**config.mk**
```make
export PLATFORM = sky130hd
export DESIGN_NAME = cla_adder_pipe
export DESIGN_NICKNAME = d
export VERILOG_FILES = /design/src/rtl/cla_adder_pipe.sv
export SDC_FILE = /design/constraint.sdc
export NUM_CORES = 1
export LEC_CHECK = 0
export CAP_MARGIN = 20
export CORE_MARGIN = 2
export CORE_UTILIZATION = 64
export DETAILED_ROUTE_END_ITERATION = 10
export PLACE_DENSITY = 0.91
export SLEW_MARGIN = 20
export SYNTH_ARGS = -nofsm -noshare
export SYNTH_HDL_FRONTEND = slang
export SYNTH_SLANG_ARGS = --single-unit
```
**constraint.sdc**
```tcl
create_clock -name clk -period 5.03 [get_ports clk]
set_clock_uncertainty 0.05 [all_clocks]
set_input_delay 1.509 -clock clk [delete_from_list [all_inputs] [get_ports clk]]
set_output_delay 1.509 -clock clk [all_outputs]
set_load 0.01 [all_outputs]
```
**src/rtl/cla_adder_pipe.sv**
```systemverilog
// Pipelined carry-lookahead adder/subtractor: one GROUP-bit lookahead group per
// stage, registered carry between stages, skewed operands and de-skewed sums.
module cla_adder_pipe #(
  parameter int unsigned WIDTH = 32,
  parameter int unsigned GROUP = 4
) (
  input  logic             clk,
  input  logic             rst_n,
  input  logic             in_valid,
  output logic             in_ready,
  input  logic [WIDTH-1:0] a,
  input  logic [WIDTH-1:0] b,
  input  logic             cin,
  input  logic             sub,
  output logic             out_valid,
  input  logic             out_ready,
  output logic [WIDTH-1:0] sum,
  output logic             cout,
  output logic             ovf
);

  localparam int unsigned N  = WIDTH / GROUP;
  // Skew storage is needed for stages 1..N-1 only; keep one entry when N=1.
  localparam int unsigned NS = (N > 1) ? N - 1 : 1;

  // Reject configurations where the width does not split into whole groups.
  if (GROUP == 0 || (WIDTH % GROUP) != 0) begin : g_cfg_check
    $error("cla_adder_pipe: WIDTH must be a non-zero multiple of GROUP");
  end

  // Flat lookahead carries for one group: returns {c_(G-1) .. c_0, cin_group}.
  // Every carry is a sum of products of g/p and cin; no carry feeds another.
  function automatic logic [GROUP:0] lookahead(input logic [GROUP-1:0] g,
                                               input logic [GROUP-1:0] p,
                                               input logic             ci);
    logic [GROUP:0] c;
    logic [GROUP:0] gc;
    logic           t;
    gc = {g, ci};
    c  = '0;
    c[0] = ci;
    for (int j = 0; j < int'(GROUP); j++) begin
      for (int m = 0; m <= j + 1; m++) begin
        t = gc[m];
        for (int q = m; q <= j; q++) begin
          t = t & p[q];
        end
        c[j+1] = c[j+1] | t;
      end
    end
    return c;
  endfunction

  logic [N-1:0]     v_q;
  logic [N-1:0]     cy_q;
  logic [WIDTH-1:0] res_q    [N];
  logic [WIDTH-1:0] skew_a_q [NS];
  logic [WIDTH-1:0] skew_b_q [NS];
  logic [NS-1:0]    mode_q;
  logic             ovf_q;
  logic             en;

  logic [GROUP-1:0] st_a [N];
  logic [GROUP-1:0] st_b [N];
  logic [GROUP-1:0] st_s [N];
  logic [GROUP:0]   st_c [N];
  logic [N-1:0]     st_ci;

  // Whole pipe advances together unless a held result is blocking the output.
  assign en        = !v_q[N-1] | out_ready;
  assign in_ready  = en;
  assign out_valid = v_q[N-1];
  assign sum       = res_q[N-1];
  assign cout      = cy_q[N-1];
  assign ovf       = ovf_q;

  // Per-stage group operands, carry-in and lookahead sum.
  always_comb begin
    st_a  = '{default: '0};
    st_b  = '{default: '0};
    st_s  = '{default: '0};
    st_c  = '{default: '0};
    st_ci = '0;
    st_a[0]  = a[GROUP-1:0];
    st_b[0]  = sub ? ~b[GROUP-1:0] : b[GROUP-1:0];
    st_ci[0] = sub | cin;
    for (int k = 1; k < int'(N); k++) begin
      st_a[k]  = skew_a_q[k-1][GROUP-1:0];
      st_b[k]  = mode_q[k-1] ? ~skew_b_q[k-1][GROUP-1:0] : skew_b_q[k-1][GROUP-1:0];
      st_ci[k] = cy_q[k-1];
    end
    for (int k = 0; k < int'(N); k++) begin
      st_c[k] = lookahead(st_a[k] & st_b[k], st_a[k] ^ st_b[k], st_ci[k]);
      st_s[k] = (st_a[k] ^ st_b[k]) ^ st_c[k][GROUP-1:0];
    end
  end

  // Stage registers: valid, carry, de-skewed result, skewed operands and mode.
  always_ff @(posedge clk or negedge rst_n) begin
    if (!rst_n) begin
      v_q    <= '0;
      cy_q   <= '0;
      mode_q <= '0;
      ovf_q  <= 1'b0;
      for (int k = 0; k < int'(N); k++) begin
        res_q[k] <= '0;
      end
      for (int k = 0; k < int'(NS); k++) begin
        skew_a_q[k] <= '0;
        skew_b_q[k] <= '0;
      end
    end else if (en) begin
      v_q[0]   <= in_valid;
      res_q[0] <= WIDTH'(st_s[0]);
      for (int k = 1; k < int'(N); k++) begin
        v_q[k]   <= v_q[k-1];
        res_q[k] <= res_q[k-1] | (WIDTH'(st_s[k]) << (k * int'(GROUP)));
      end
      for (int k = 0; k < int'(N); k++) begin
        cy_q[k] <= st_c[k][GROUP];
      end
      if (N > 1) begin
        skew_a_q[0] <= a >> GROUP;
        skew_b_q[0] <= b >> GROUP;
        mode_q[0]   <= sub;
      end
      for (int k = 1; k < int'(NS); k++) begin
        skew_a_q[k] <= skew_a_q[k-1] >> GROUP;
        skew_b_q[k] <= skew_b_q[k-1] >> GROUP;
        mode_q[k]   <= mode_q[k-1];
      end
      ovf_q <= st_c[N-1][GROUP] ^ st_c[N-1][GROUP-1];
    end
  end

endmodule

```
==> metrics.md <==
| Metric | Value |
|---|---|
| Count of pins over their slew limit | `0` |
| Dpl cell area | `17300 sq um` |
| Antenna Cells | `0` |
| Post-Route M1 WL | `13760 um` |
| Final HPWL DP | `18490 um` |
| Maximum clock path buffer count | `3` |
| Cts repair resizes | `0` |
| H-tree depth | `2` |
| GPL Wtd Cong | `0.8096` |
| GRT overflow | `0` |
| WL met2 | `15740 um` |
| Layout cells sized above 1 | `3.955%` |
| Top FF cell, synth | `dfrtp_1` |
| Routed wire per std cell | `14.31 um` |
| Slowest CP cell | `clkdlybuf4s50_1` |
| Status | `finished, final reports clean` |
| Syn_nets | `1930` |
| Vias | `11665` |
| Area contributors post-synth | `dfrtp_1 (60%), nand2_1 (25%), ha_1 (3.1%), buf_2 (2.6%), xor2_1 (1.8%)` |
| GRT Total Usage | `24.38%` |
| Critical path data arrival time | `2720 ps` |
| Chip height | `164.1 um` |
| CTS root buf | `clkbuf_16` |
| Vias in the first global route | `11355` |
| Final Hold Fails | `0` |
| Total CTS buffers | `39` |
| MaxCap Viol Count | `0` |
| Area growth from synthesis to layout | `13.35%` |
| Port bufs | `105` |
| Drt via density | `5.300` |
| Crit start category | `input port` |
| Largest net degree at the start of global routing | `254` |
| Netlist Area Pre-Place | `16400 sq um` |
| Initial antenna violation count | `0` |
| Yosys warnings | `0` |
| Initial DRC count | `1095` |
| Initial Utilization | `65.13%` |
| CP endpoint kind | `primary output` |
| TritonCTS clock tree | `built` |
| #FFs+latches synth | `392` |
| Worst hold-check path type | `flop to flop` |
| Worst rel slew slack | `24.41%` |
| Share of the synthesized area in the top cell type | `59.81%` |
| Post-synth EDFFs | `0` |
| Pin slew with the least headroom to its limit | `1134 ps` |
| Final setup fails | `0` |
| Setup TNS | `0 ps` |
| Routed WL | `31500 um` |
| Seq/Total Area, Yosys | `59.81%` |
| Layout Nets | `1960` |
| Pwr/cell area | `667.9 nW/um^2` |
| CP most frequent cell | `clkdlybuf4s50_1` |
| Critical-path cell list | `clkdlybuf4s50_1 > nor2b_4 > inv_8 > clkdlybuf4s50_1` |
| CP max FO | `2` |
| DR pass1 iterations | `5` |
| Post-route DRC | `0` |
| Critical path class | `input port to primary output` |
| Global-route wire length before repair | `53450 um` |
| Crit path largest cell delay | `480 ps` |
| Postcts setup bufs | `0` |
| Die area | `26920 sq um` |
| Syn avg cell area | `9.051 sq um` |
| Insertion delay to the later sink of the worst-skew pair | `520 ps` |
| Wire length on met3 | `1392 um` |
| Clock transition at the registers of the reported paths | `60 ps` |
| Synth cell types | `27` |
| Leak | `0.009942 uW` |
| Worst EP required | `3470 ps` |
| Clock sink count | `392` |
| Synth Instances | `1812` |
| Top sig layer | `met4` |
| Fraction of registers with async set/reset | `100.0%` |
| Core ar. | `25180 sq um` |
| Hold buffers post-CTS | `0` |
| RSZ-0062 raised after global routing | `no` |
| Tmin final | `4276 ps` |
| Site row count | `58` |
| Horiz. Die Dim | `164.1 um` |
| Reg2reg setup slack | `2250 ps` |
| Worst VDD drop | `0.4290 mV` |
| Worst Path Buf+Inv | `3` |
| Post-synth top area cell | `dfrtp_1` |
| Post-route ant nets | `0` |
| Tcrit/Tclk final | `85.01%` |
| Post-route cell area | `18590 sq um` |
| Num ports | `106` |
| Delay-heaviest family, CP | `buffers and inverters` |
| Max Fclk | `233.9 MHz` |
routing by layer:
| metal | track usage [%] | vias up |
|---|---|---|
| met3 | 3.838 | 61 |
| met5 | 0 | - |
| li1 | - | 5609 |
| met4 | 6.898 | 0 |
| met1 | 34.01 | 5695 |
| met2 | 40.28 | 300 |
layout by cell type (no fill, tap or decap), types with 7 or more instances in the layout:
cell	netlist	final
a21o_1	8	8
clkbuf_1	9	11
clkbuf_16	0	39
clkbuf_8	0	7
clkdlybuf4s50_1	0	104
clkinv_2	0	7
dfrtp_1	392	392
fa_1	8	8
ha_1	40	40
nand2_1	1095	1095
nand2b_1	9	9
nor3_1	16	16
o211a_1	8	8
o21a_1	24	24
o21ai_0	7	7
o31a_1	8	8
o31ai_1	16	16
xnor2_1	7	7
xor2_1	33	33
sequential cells by signal (all words and copies together) (netlist names):
| register | count |
|---|---|
| skew_b_q | 112 |
| v_q | 8 |
| sum | 32 |
| skew_a_q | 112 |
| cy_q | 8 |
| res_q | 112 |
| mode_q | 7 |
| ovf | 1 |
stage by stage:
stage | worst slack (ps) | cells | hold slack (ps) | util [%] | total power (uW)
after global routing | 711.4 | 2201 | 430.2 | 73.82 | 13330
after global placement | 743.0 | 2131 | 393.6 | 68.70 | 9117
after CTS | 730.0 | 2201 | 411.4 | 73.81 | 12490
after floorplan | 1366 | 1812 | 380.0 | - | 8416
final | 754.0 | 2201 | 411.2 | 73.82 | 12420
after detailed placement | 719.5 | 2131 | 397.9 | 68.70 | 9428
final timing paths:
kind / startpoint / to / depth (start not counted)
max: out_ready / in_ready / 4
min in group asynchronous: rst_n / sum[11]$_DFFE_PN0P_ / 1
min: v_q[6]$_DFFE_PN0P_ / v_q[7]$_DFFE_PN0P_ / 1
max in group asynchronous: rst_n / skew_b_q[65]$_DFFE_PN0P_ / 2
max reg2reg: v_q[7]$_DFFE_PN0P_ / skew_a_q[96]$_DFFE_PN0P_ / 6
min reg2reg: v_q[6]$_DFFE_PN0P_ / v_q[7]$_DFFE_PN0P_ / 1
cell usage after synthesis, drive strengths merged, types with 9 or more instances:
cell type  count
nand2       1095
nand2b         9
o21a          24
xor2          33
ha            40
o31ai         16
dfrtp        392
buf          118
clkbuf         9
nor3          16
worst register-to-register path, cell delays in order (launching register included):
cell and delay, ps:
dfrtp_1 380, nor2b_4 160, inv_8 50, buf_4 780, buf_12 830, nand2_1 350
nand2_1 120
cells by family after synthesis:
logic type / count (synthesis) / share of synthesized area [%]
fa+ha+maj: 48 / 4.028
xor+xnor: 40 / 2.136
flops: 392 / 59.81
compound gates: 74 / 3.433
simple gates: 1127 / 26.13
buf+inv: 131 / 4.463
power breakdown:
part | switching [uW] | internal, uW
clock network | 1170 | 1740
logic | 2300 | 1720
registers | 901 | 4580
total | 4370 | 8050
layout make-up:
| cell class | count | area (sq um) |
|---|---|---|
| Timing Repair Buffer | 116 | 1192 |
| Tap cell | 330 | 412.9 |
| Sequential cell | 392 | 9809 |
| Clock inverter | 13 | 172.7 |
| Fill cell | 1636 | 6591 |
| Multi-Input combinational cell | 1289 | 5867 |
| Inverter | 4 | 22.52 |
| Clock buffer | 57 | 1114 |
(Power assumes the default switching activity.)
